<file path="config.mk">
export PLATFORM = sky130hd
export DESIGN_NAME = frame_scheduler
export DESIGN_NICKNAME = d
export VERILOG_FILES = /design/src/rtl/frame_scheduler_pkg.sv /design/src/rtl/frame_scheduler_timer.sv /design/src/rtl/frame_scheduler.sv
export SDC_FILE = /design/constraint.sdc
export NUM_CORES = 1
export LEC_CHECK = 0
export CAP_MARGIN = 10
export CORE_MARGIN = 2
export CORE_UTILIZATION = 52
export CTS_BUF_LIST = sky130_fd_sc_hd__clkbuf_8 sky130_fd_sc_hd__clkbuf_16
export CTS_CLUSTER_SIZE = 40
export DETAILED_ROUTE_END_ITERATION = 10
export DONT_BUFFER_PORTS = 1
export HOLD_SLACK_MARGIN = 0.05
export PLACE_DENSITY = 0.66
export RECOVER_POWER = 25
export SKIP_CTS_REPAIR_TIMING = 1
export SYNTH_ARGS = -nofsm -noshare
export SYNTH_HDL_FRONTEND = slang
export SYNTH_SLANG_ARGS = --single-unit
</file>
<file path="constraint.sdc">
create_clock -name in_clk -period 1.66 [get_ports in_clk]
set_input_delay 0.083 -clock in_clk [delete_from_list [all_inputs] [get_ports in_clk]]
set_output_delay 0.083 -clock in_clk [all_outputs]
set_load 0.02 [all_outputs]
</file>
<file path="src/rtl/frame_scheduler_pkg.sv">
// Shared definitions for the frame scheduler: state encoding, default
// parameter values and the timer sizing helper.
package frame_scheduler_pkg;

    typedef enum logic [2:0] {
        ST_IDLE     = 3'd0,
        ST_CAPTURE  = 3'd1,
        ST_WAIT_CAP = 3'd2,
        ST_XFORM    = 3'd3,
        ST_WAIT_XF  = 3'd4,
        ST_HANDOFF  = 3'd5,
        ST_GAP      = 3'd6,
        ST_ERROR    = 3'd7
    } state_e;

    localparam int DEF_FRAME_CNT_W = 8;
    localparam int DEF_GAP_CYCLES  = 4;
    localparam int DEF_WDOG_CYCLES = 1024;

    // One timer serves both the inter-frame gap and the watchdog, so it must
    // hold the larger of the two reload values.
    function automatic int timer_width(input int gap_cycles, input int wdog_cycles);
        int max_v;
        max_v = (gap_cycles > wdog_cycles) ? gap_cycles : wdog_cycles;
        return (max_v > 0) ? $clog2(max_v + 1) : 1;
    endfunction

endpackage

</file>
<file path="src/rtl/frame_scheduler_timer.sv">
// Loadable down-counter with zero flag. Load wins over decrement; the
// counter saturates at zero.
module frame_scheduler_timer
    import frame_scheduler_pkg::*;
#(
    parameter int W = 4
) (
    input  logic         clk_i,
    input  logic         rst_ni,
    input  logic         load_i,
    input  logic [W-1:0] load_val_i,
    input  logic         dec_i,
    output logic         zero_o
);

    logic [W-1:0] cnt_q;
    logic [W-1:0] cnt_d;

    // Next count: reload, decrement toward zero, or hold.
    always_comb begin
        cnt_d = cnt_q;
        if (load_i) begin
            cnt_d = load_val_i;
        end else if (dec_i && (cnt_q != {W{1'b0}})) begin
            cnt_d = cnt_q - {{(W-1){1'b0}}, 1'b1};
        end else begin
            cnt_d = cnt_q;
        end
    end

    // Count register.
    always_ff @(posedge clk_i or negedge rst_ni) begin
        if (!rst_ni) begin
            cnt_q <= {W{1'b0}};
        end else begin
            cnt_q <= cnt_d;
        end
    end

    assign zero_o = (cnt_q == {W{1'b0}});

endmodule

</file>
<file path="src/rtl/frame_scheduler.sv">
// Frame sequencer: ISI capture -> accelerator transform -> processor handoff,
// single-shot or continuous. Optional watchdog on the two wait states is
// enabled by defining FRAME_SCHED_WDOG_EN; without it the wait states block
// indefinitely and out_error is tied low.
module frame_scheduler
    import frame_scheduler_pkg::*;
#(
    parameter int FRAME_CNT_W = DEF_FRAME_CNT_W,
    parameter int GAP_CYCLES  = DEF_GAP_CYCLES,
    parameter int WDOG_CYCLES = DEF_WDOG_CYCLES
) (
    input  logic                   in_clk,
    input  logic                   in_rst,
    input  logic                   in_start,
    input  logic                   in_continuous,
    input  logic                   in_stop,
    output logic                   out_ISI_start,
    input  logic                   in_ISI_finished,
    output logic                   out_accel_start,
    input  logic                   in_accel_done,
    output logic                   out_result_valid,
    input  logic                   in_proc_ack,
    output logic                   out_busy,
    output logic [FRAME_CNT_W-1:0] out_frame_count,
    output logic [2:0]             out_state,
    output logic                   out_error
);

    localparam int TMR_W = timer_width(GAP_CYCLES, WDOG_CYCLES);
    localparam logic [TMR_W-1:0] GAP_LOAD  = TMR_W'((GAP_CYCLES > 0) ? GAP_CYCLES - 1 : 0);
`ifdef FRAME_SCHED_WDOG_EN
    localparam logic [TMR_W-1:0] WDOG_LOAD = TMR_W'((WDOG_CYCLES > 0) ? WDOG_CYCLES - 1 : 0);
`endif

    state_e                 state_q, state_d;
    logic                   stop_pend_q, stop_pend_d;
    logic [FRAME_CNT_W-1:0] count_q, count_d;
    logic                   isi_start_q, isi_start_d;
    logic                   accel_start_q, accel_start_d;
    logic                   valid_q, valid_d;
    logic                   busy_q, busy_d;

    logic                   tmr_load_s;
    logic [TMR_W-1:0]       tmr_val_s;
    logic                   tmr_dec_s;
    logic                   tmr_zero_s;

    frame_scheduler_timer #(
        .W (TMR_W)
    ) u_timer (
        .clk_i      (in_clk),
        .rst_ni     (in_rst),
        .load_i     (tmr_load_s),
        .load_val_i (tmr_val_s),
        .dec_i      (tmr_dec_s),
        .zero_o     (tmr_zero_s)
    );

    // Next-state, frame counter, stop latch and timer control.
    always_comb begin
        state_d     = state_q;
        stop_pend_d = stop_pend_q;
        count_d     = count_q;
        tmr_load_s  = 1'b0;
        tmr_val_s   = GAP_LOAD;
        tmr_dec_s   = 1'b0;

        // A stop request mid-frame lets the frame complete, then parks in IDLE.
        if (in_stop && (state_q != ST_IDLE) && (state_q != ST_ERROR)) begin
            stop_pend_d = 1'b1;
        end else begin
            stop_pend_d = stop_pend_q;
        end

        case (state_q)
            ST_IDLE: begin
                if (in_start) begin
                    state_d = ST_CAPTURE;
                end else begin
                    state_d = ST_IDLE;
                end
            end
            ST_CAPTURE: begin
                // Done inputs are not looked at here so a level left high
                // from the previous frame cannot short-circuit the wait.
                state_d = ST_WAIT_CAP;
`ifdef FRAME_SCHED_WDOG_EN
                tmr_load_s = 1'b1;
                tmr_val_s  = WDOG_LOAD;
`endif
            end
            ST_WAIT_CAP: begin
                if (in_ISI_finished) begin
                    state_d = ST_XFORM;
                end else begin
`ifdef FRAME_SCHED_WDOG_EN
                    if (tmr_zero_s) begin
                        state_d = ST_ERROR;
                    end else begin
                        tmr_dec_s = 1'b1;
                    end
`else
                    state_d = ST_WAIT_CAP;
`endif
                end
            end
            ST_XFORM: begin
                state_d = ST_WAIT_XF;
`ifdef FRAME_SCHED_WDOG_EN
                tmr_load_s = 1'b1;
                tmr_val_s  = WDOG_LOAD;
`endif
            end
            ST_WAIT_XF: begin
                if (in_accel_done) begin
                    state_d = ST_HANDOFF;
                    count_d = count_q + {{(FRAME_CNT_W-1){1'b0}}, 1'b1};
                end else begin
`ifdef FRAME_SCHED_WDOG_EN
                    if (tmr_zero_s) begin
                        state_d = ST_ERROR;
                    end else begin
                        tmr_dec_s = 1'b1;
                    end
`else
                    state_d = ST_WAIT_XF;
`endif
                end
            end
            ST_HANDOFF: begin
                if (in_proc_ack) begin
                    // Loop only if no stop arrived earlier or in this cycle.
                    if (in_continuous && !stop_pend_q && !in_stop) begin
                        if (GAP_CYCLES > 0) begin
                            state_d    = ST_GAP;
                            tmr_load_s = 1'b1;
                            tmr_val_s  = GAP_LOAD;
                        end else begin
                            state_d = ST_CAPTURE;
                        end
                    end else begin
                        state_d = ST_IDLE;
                    end
                end else begin
                    state_d = ST_HANDOFF;
                end
            end
            ST_GAP: begin
                if (in_stop) begin
                    state_d = ST_IDLE;
                end else if (tmr_zero_s) begin
                    state_d = ST_CAPTURE;
                end else begin
                    tmr_dec_s = 1'b1;
                end
            end
            ST_ERROR: begin
`ifdef FRAME_SCHED_WDOG_EN
                if (in_stop) begin
                    state_d = ST_IDLE;
                end else begin
                    state_d = ST_ERROR;
                end
`else
                state_d = ST_IDLE;
`endif
            end
            default: begin
                state_d = ST_IDLE;
            end
        endcase

        if (state_d == ST_IDLE) begin
            stop_pend_d = 1'b0;
        end else begin
            stop_pend_d = stop_pend_d;
        end
    end

    // Output decode from the next state so every output is a flop.
    always_comb begin
        isi_start_d   = (state_d == ST_CAPTURE);
        accel_start_d = (state_d == ST_XFORM);
        valid_d       = (state_d == ST_HANDOFF);
        busy_d        = (state_d != ST_IDLE);
    end

    // State, counter and output registers.
    always_ff @(posedge in_clk or negedge in_rst) begin
        if (!in_rst) begin
            state_q       <= ST_IDLE;
            stop_pend_q   <= 1'b0;
            count_q       <= {FRAME_CNT_W{1'b0}};
            isi_start_q   <= 1'b0;
            accel_start_q <= 1'b0;
            valid_q       <= 1'b0;
            busy_q        <= 1'b0;
        end else begin
            state_q       <= state_d;
            stop_pend_q   <= stop_pend_d;
            count_q       <= count_d;
            isi_start_q   <= isi_start_d;
            accel_start_q <= accel_start_d;
            valid_q       <= valid_d;
            busy_q        <= busy_d;
        end
    end

`ifdef FRAME_SCHED_WDOG_EN
    logic error_q;
    logic error_d;

    // Error flag tracks residence in ERROR; leaving via stop clears it.
    always_comb begin
        error_d = (state_d == ST_ERROR);
    end

    // Error flag register.
    always_ff @(posedge in_clk or negedge in_rst) begin
        if (!in_rst) begin
            error_q <= 1'b0;
        end else begin
            error_q <= error_d;
        end
    end

    assign out_error = error_q;
`else
    assign out_error = 1'b0;
`endif

    assign out_ISI_start    = isi_start_q;
    assign out_accel_start  = accel_start_q;
    assign out_result_valid = valid_q;
    assign out_busy         = busy_q;
    assign out_frame_count  = count_q;
    assign out_state        = state_q;

endmodule

</file>
After elaboration in Yosys (flattened, before gate mapping)
Index checks and enable logic that the tools add are counted.
{"block": "word_totals", "input_bits": 8, "mem_bits_ro": 0, "regBits": 27, "n_memories": 0, "output_inout_bits": 16, "latch_bits": 0, "word_cells": 55, "mem_bits_rw": 0}
{"block": "op_classes", "order_cmp": 0, "shift": 0, "n_div": 0, "mul": 0, "reduce_logical": 16, "bitwise": 0, "n_addsub": 2, "n_mux": 18, "eq_ne": 11}
{"cell": "$pmux W3 S8", "n": 1}
{"cell": "$mux W11", "n": 2}
{"cell": "$eq A3 B3 Y1 const B", "n": 5}
{"cell": "$mux W3", "n": 4}
{"cell": "$logic_not A11 Y1", "n": 1}
{"cell": "$mux W1", "n": 11}
{"cell": "$reduce_bool A11 Y1", "n": 1}
{"cell": "$sub A11 B1 Y11 const B", "n": 1}
{"cell": "$eq A3 B2 Y1 const B", "n": 3}
{"cell": "$add A8 B1 Y8 const B", "n": 1}
{"cell": "$eq A3 B1 Y1 const B", "n": 2}
{"cell": "$logic_not A3 Y1", "n": 2}
{"cell": "$reduce_bool A3 Y1", "n": 2}
{"cell": "$logic_and A1 B1 Y1", "n": 5}
{"cell": "$reduce_bool A2 Y1", "n": 2}
{"cell": "$ne A3 B3 Y1 const B", "n": 1}
{"cell": "$logic_not A1 Y1", "n": 2}
{"cell": "$reduce_and A2 Y1", "n": 1}

Longest topological paths before layout
Gate-level depths: netlist (run 1).
{"block": "logic_depth", "depth_word": 8, "ltp_mapped": 6}

By module
A second synthesis (run 1) with hierarchy kept.
{"block": "unflattened", "hier_cells": 153, "hier_area_um2": 1501.4}
{"mod": "frame_scheduler", "seq_area_each_um2": 400.4, "area_per_inst_um2": 794.5, "instances": 1, "cells_per_inst": 78}
{"mod": "frame_scheduler_timer", "seq_area_each_um2": 275.3, "area_per_inst_um2": 706.9, "instances": 1, "cells_per_inst": 75}

Worst setup path before layout (run 1)
Ideal clock, no wire load.
{"block": "synth_path", "path_kind": "flip-flop to flip-flop", "startpoint": "register state_q[0], in the netlist out_state[0]", "endpoint": "register u_timer.cnt_q[9]", "path_buffers": 0, "required_time_ns": 1.583, "slack_ns": -0.090, "arrival_ns": 1.672, "stages_incl_launch_ff": 5, "path_cell_list": "dfrtp_1 -> nand4bb_4 -> or3_1 -> or4b_1 -> a21oi_1"}
{"block": "synth_between", "elab_chain_cells": 4, "word_cells_on_any_way": 7, "classes_between": "eq/ne: 2; mux: 3; reduce/logical: 2"}
{"element": "from (decl)", "line_no": "frame_scheduler.sv:35", "source": "state_e state_q, state_d;"}
{"element": "from (signal assigned)", "line_no": "frame_scheduler.sv:199", "source": "state_q <= state_d;"}
{"element": "$eq A3 B3 Y1", "line_no": "frame_scheduler.sv:75", "source": "case (state_q)"}
{"element": "$mux W1", "line_no": "frame_scheduler.sv:75"}
{"element": "$logic_and A1 B1 Y1", "line_no": "frame_scheduler_timer.sv:24", "source": "end else if (dec_i && (cnt_q != {W{1'b0}})) begin"}
{"element": "$reduce_bool A2 Y1 (no line)"}
{"element": "to (signal assigned)", "line_no": "frame_scheduler_timer.sv:34", "source": "cnt_q <= {W{1'b0}};"}
{"element": "to (signal assigned)", "line_no": "frame_scheduler_timer.sv:36", "source": "cnt_q <= cnt_d;"}
{"element": "to (decl)", "line_no": "frame_scheduler_timer.sv:16", "source": "logic [W-1:0] cnt_q;"}
Several ways; a longest one is shown, not always the timed one.
A chain may end at the register's enable or synchronous reset.

Worst setup path in the final report (run 1)
{"block": "layout_path", "startpoint": "register u_timer.cnt_q[1]", "endpoint": "register u_timer.cnt_q[9]"}
{"block": "layout_between", "elab_chain_cells": 6, "word_cells_on_any_way": 10, "classes_between": "add/sub: 1; mux: 5; reduce/logical: 4"}
{"element": "branches (longest 6 deep; another with $sub A11 B1 Y11)"}
Parallel ways; which one is timed is not known. The select of a mux whose other input is x is not followed.

==> metrics.txt, run 1 <==
Yosys top cell area share=49.5%; hold path cells=2; WL/cell=14.9 µm; Horiz. Die Dim=55.2 µm; # setup viols final=3; Syn Nets=140; ordered list of cells on the worst path=or3_4, or3_4, or4b_4, a21oi_2; status=finished, violations left; CTS buffer count=3; Yosys reg bits=27; biggest cell delay along the critical path=490 ps; Crit. path cell count=4; Max Slew Vio Count=0; Pre-antenna DRT Iters=4; initial DRC count=24; Synth Instances=130; DR vias=1,094; final instance area=1720 µm²; ranking of synthesized cells by area=dfrtp_1 (49%), xnor2_1 (4.5%), mux2i_1 (3.7%); P&R area growth vs syn=25.9%; Seq/Total Area, Yosys=49.5%; CTS tree=built; Worst setup EP type=flop; port buffer count=0; Clock H-tree levels=1; largest net degree at the start of global routing=28; CTS sink cnt=27; final WL=2.77 mm; drt drc=0; cell family with the largest share of critical-path delay=simple AND/OR/NAND/NOR gates; Final Hold Viols=0; remaining global-route overflow=0; Clock Pin Slew Worst Setup and Hold Paths=100 ps; Int Pwr=1780 µW; P_leak=0.000782 µW; RSZ-0062 raised after global routing=true; PD cells=1730 nW/µm²; Worst path most repeated cell=or3_4; Setup WS post-layout=-141 ps; Nets=167; DR vias/cell=5.88; Post-DP HPWL=1.97 mm; relative slew slack=25.0%; violated checks=setup timing; Bufs and invs on worst path=0; Min Clock Period, post-route=1800 ps; first-pass GRT wire length=4.79 mm; vias in the first global route=1,096; fmax=0.555 GHz; CP Launch Type=flop; worst min-delay path category=input port to flop; Die Footprint=3050 µm²; Inserted Diodes=0; placed insts=176; synthesized cell area=1370 µm²; Critical Path AT=2010 ps; Max VDD drop=1.53 mV; slowest stage cell, crit path=or4b_4; Mapped Avg Cell Area=10.5 µm²; Setup Crit Path Kind=flop to flop; Crit Path Max Fanout=3; GPL Wtd Cong=0.831; CTS max path bufs=2; asr flop ratio synth=100%; Net Sw Frac=40.2%; Layout Cells excl Fill=186; Row Count=18; Final period util=109%; top cell type by total area after synthesis=dfrtp_1; Seq pwr share=37.8%; Starting Density=55.1%; total core area=2480 µm²; root buffer cell=clkbuf_8; placed cell areas=1540 µm²; share of cells above drive strength 1=30.1%; Max Cap Viol=0; most common flop cell mapped by yosys=dfrtp_1; IO Pins=24; Yosys warnings=0; Comb pwr share=49.1%; clock share of power=13.1%; P_sw=1200 µW; All-Layer GR Usage=19.7%; EDFF count, synth=0; post-synthesis cell type count=42; clock latency on the worst-skew pair=280 ps; worst path required time=1870 ps; Layout Skew=4.44 ps; die height=55.2 µm; worst r2r path cells=4; worst-margin pin slew=1130 ps; final antenna-violating net count=0; initial antenna violation count=0
## cell type report
| cell class | count | area [µm²] |
|---|---|---|
| Multi-Input combinational cell | 96 | 736 |
| Clock buffer | 3 | 41.3 |
| Clock inverter | 1 | 8.76 |
| Sequential cell | 27 | 677 |
| Inverter | 3 | 11.3 |
| Timing Repair Buffer | 26 | 208 |
| Tap cell | 30 | 37.5 |
| Fill cell | 196 | 758 |
## cell usage after synthesis (2+ instances only)
library cell,number
a21oi_1,4
nor2_1,6
mux2i_1,5
clkbuf_1,2
inv_1,3
xor2_1,2
nor2b_1,2
dfrtp_1,27
nand3_1,6
nor3b_1,2
or3_1,5
o21ai_0,6
nand4_1,3
ha_1,2
nand2_1,13
xnor2_1,7
nand2b_1,4
a31oi_1,3
nor3_1,5
## sequential cells by signal (all words and copies together), names as in the netlist
name              count
out_ISI_start         1
out_accel_start       1
out_busy              1
out_frame_count       8
out_result_valid      1
out_state             3
stop_pend_q           1
u_timer.cnt_q        11
## stage by stage
step           setup slack (ps)  utilization (%)  TNS [ps]  total power (µW)  hold WS, ps
2_1_floorplan             -64.8                -     -64.8              1890         -213
3_3_place_gp              -82.2             62.0      -230              2320         -212
3_5_place_dp               -107             62.0      -292              2370         -212
4_1_cts                    -139             64.0      -756              2770         -521
5_1_grt                    -203             69.4      -955              3210         61.3
6_report                   -141             69.4      -182              2980         33.0
## metal layers
metal / global-route usage (%) / up-vias / part of all wire, % / routed length, µm
met1: 25.3 / 530 / 45 / 1250
li1: - / 521 / - / -
met5: 0 / - / 0 / 0
met3: 5.85 / 2 / 5.7 / 158
met2: 32.3 / 41 / 49 / 1350
met4: 5.23 / 0 / 0.61 / 17
## cells in the final DEF (no fill, tap or decap), types with 2 or more instances in the layout
cell type / Yosys / routed
nor3_1: 5 / 3
a21oi_1: 4 / 3
inv_1: 3 / 3
dlygate4sd3_1: 0 / 3
o21ai_0: 6 / 4
mux2i_1: 5 / 5
or3_1: 5 / 2
clkbuf_8: 0 / 3
nand3_1: 6 / 5
or3_4: 0 / 3
xnor2_1: 7 / 7
a31oi_1: 3 / 2
xor2_1: 2 / 2
nor2_1: 6 / 6
nand4_1: 3 / 3
nand2_1: 13 / 12
o21ai_1: 0 / 2
buf_4: 1 / 22
dfrtp_1: 27 / 26
nor3_2: 0 / 2
nand2b_1: 4 / 3
## worst register-to-register path: stages, from the launching register on
cell and delay (ps):
dfrtp_1 410, or3_4 390, or3_4 330, or4b_4 490, a21oi_2 120
## power groups by stage
stage / logic, µW / registers (µW) / clock network (µW)
after floorplan: 724 / 1160 / 0
after global placement: 1210 / 1120 / 0
after detailed placement: 1250 / 1130 / 0
after CTS: 1250 / 1120 / 400
after global routing: 1630 / 1160 / 427
final: 1460 / 1120 / 390
## path summary, 6_finish.rpt
| check | start | end | slack [ps] |
|---|---|---|---|
| worst max-delay path | u_timer.cnt_q[1]$_DFFE_PN0P_ | u_timer.cnt_q[9]$_DFFE_PN0P_ | -140 |
| worst min-delay path | in_stop | stop_pend_q$_DFFE_PN0P_ | 30 |
| worst max register to register | u_timer.cnt_q[1]$_DFFE_PN0P_ | u_timer.cnt_q[9]$_DFFE_PN0P_ | -140 |
| worst min register to register | u_timer.cnt_q[10]$_DFFE_PN0P_ | u_timer.cnt_q[10]$_DFFE_PN0P_ | 520 |
| max in group asynchronous | in_rst | out_state[0]$_DFF_PN0_ | 270 |
| min in group asynchronous | in_rst | u_timer.cnt_q[7]$_DFFE_PN0P_ | 650 |
## logic make-up (layout without fill, tap and decap cells)
| kind of cell | Yosys count | in the layout | synth area share (%) |
|---|---|---|---|
| compound gates | 20 | 20 | 9.44 |
| buf+inv | 7 | 33 | 2.20 |
| other cells | 1 | 1 | 0.275 |
| mux | 6 | 6 | 4.49 |
| simple gates | 58 | 58 | 26.5 |
| xor+xnor | 9 | 9 | 5.77 |
| flops | 27 | 27 | 49.5 |
| fa+ha+maj | 2 | 2 | 1.83 |
Note: power is estimated with default switching activity, not from simulation.
==> run 2: changes to the inputs <==
Settings changed: PLACE_DENSITY 0.66 to 0.63.
Clock period 1.66 ns to 2.2 ns, I/O delays scaled along.
==> run 2 against run 1 <==
The flow now finishes without violations. Hold slack improved by 17 ps. First-iteration DRC count decreased by 46%. Register-to-register slack improved by 490 ps. Clock power decreased by 32%. Sequential power decreased by 21%. Die area unchanged. Setup slack improved by 490 ps. Count of clock-buffer cells in the layout unchanged. Combinational power decreased by 52%. Critical path depth unchanged. Routed wire length decreased by 12%.
==> metrics.txt, run 2 (synthesized netlist as in run 1, its figures left out) <==
Starting Density=55.1%; Max VDD drop=0.863 mV; CTS sink cnt=27; Clock H-tree levels=1; Final Hold Viols=0; Clock Pin Slew Worst Setup and Hold Paths=90 ps; final antenna-violating net count=0; RSZ-0062 raised after global routing=false; Critical Path AT=2040 ps; P&R area growth vs syn=8.07%; GPL Wtd Cong=0.876; Max Slew Vio Count=0; # setup viols final=0; CTS max path bufs=2; port buffer count=0; Inserted Diodes=0; fmax=0.540 GHz; DR vias=983; CTS buffer count=3; remaining global-route overflow=0; worst path required time=2390 ps; Largest register FFs=11; DR vias/cell=5.92; clock latency on the worst-skew pair=260 ps; IO Pins=24; Nets=147; largest net degree at the start of global routing=28; Die Footprint=3050 µm²; Setup Crit Path Kind=flop to flop; initial antenna violation count=0; Worst setup EP type=flop; Min Clock Period, post-route=1850 ps; Pre-antenna DRT Iters=4; drt drc=0; Max Cap Viol=0; relative slew slack=8.46%; Post-DP HPWL=1.86 mm; total core area=2480 µm²; Final period util=84.1%; Horiz. Die Dim=55.2 µm; initial DRC count=13; commonest cells after routing, fill and taps aside=dfrtp_1 (27), nand2_1 (13), xnor2_1 (7); WL/cell=14.7 µm; share of cells above drive strength 1=8.09%; worst min-delay path category=input port to flop; All-Layer GR Usage=17.4%; footprint of the multi-input gates=659 µm²; final design utilization=59.5%; ordered list of cells on the worst path=or3_1, or3_1, or4b_1, a21oi_1; Tot Pwr=1860 µW; Layout Skew=1.80 ps; first-pass GRT wire length=4.27 mm; placed cell areas=1410 µm²; biggest cell delay along the critical path=460 ps; Worst path most repeated cell=or3_1; Largest Register=u_timer.cnt_q; status=finished, final reports clean; FF/Latch Area=676 µm²; fillers=214; final WL=2.45 mm; worst-margin pin slew=1370 ps; Row Count=18; Crit Path Max Fanout=5; P_leak=0.000650 µW; setup TNS=0 ps; CTS tree=built; final instance area=1480 µm²; PD cells=1260 nW/µm²; vias in the first global route=943; root buffer cell=clkbuf_8; slowest stage cell, crit path=or4b_1; die height=55.2 µm; CP Launch Type=flop; most common cell after layout, fill and taps aside=dfrtp_1
==> run 2: per-layer routing <==
layer / wire [µm] / GRT usage (%) / vias up
li1: - / - / 479
met5: 0 / 0 / -
met2: 1150 / 28.4 / 19
met3: 75 / 3.04 / 4
met1: 1190 / 23.3 / 481
met4: 33 / 6.27 / 0
==> run 2: metrics by stage <==
| step | hold slack (ps) | std cells | worst slack (ps) |
|---|---|---|---|
| floorplan | -186 | 130 | 450 |
| global placement | -185 | 159 | 394 |
| detailed placement | -185 | 159 | 355 |
| CTS | -478 | 163 | 329 |
| global route | 53.9 | 166 | 192 |
| finish | 49.5 | 166 | 350 |
==> run 2: worst paths after layout <==
check	cells past startpoint	slack [ps]	start	endpoint
max in group asynchronous	2	710	in_rst	stop_pend_q$_DFFE_PN0P_
hold / removal	2	50	in_stop	stop_pend_q$_DFFE_PN0P_
hold reg to reg	1	530	u_timer.cnt_q[2]$_DFFE_PN0P_	u_timer.cnt_q[2]$_DFFE_PN0P_
setup / recovery	4	350	u_timer.cnt_q[2]$_DFFE_PN0P_	u_timer.cnt_q[9]$_DFFE_PN0P_
setup reg to reg	4	350	u_timer.cnt_q[2]$_DFFE_PN0P_	u_timer.cnt_q[9]$_DFFE_PN0P_
min in group asynchronous	2	680	in_rst	out_accel_start$_DFF_PN0_
==> run 2: area by class of cell <==
type	instances	share of cell area (%)
clock inverter	1	0.254
clock buffer	3	2.80
tap	30	2.54
timing repair buffer	6	3.14
sequential	27	45.8
multi-input combinational	96	44.7
inverter	3	0.763
==> run 2: where the power goes <==
part           internal (µW)  total [µW]  switching, µW
Combinational            319         705            386
Clock                    125         266            142
Sequential               648         889            242
==> run 2: critical path: cells and delay by family, from the launching register on <==
family           cells  cell delay, ps
AND/OR/NAND/NOR      3            1190
flip-flops           1             420
AO/OA/AOI/OAI        1             160
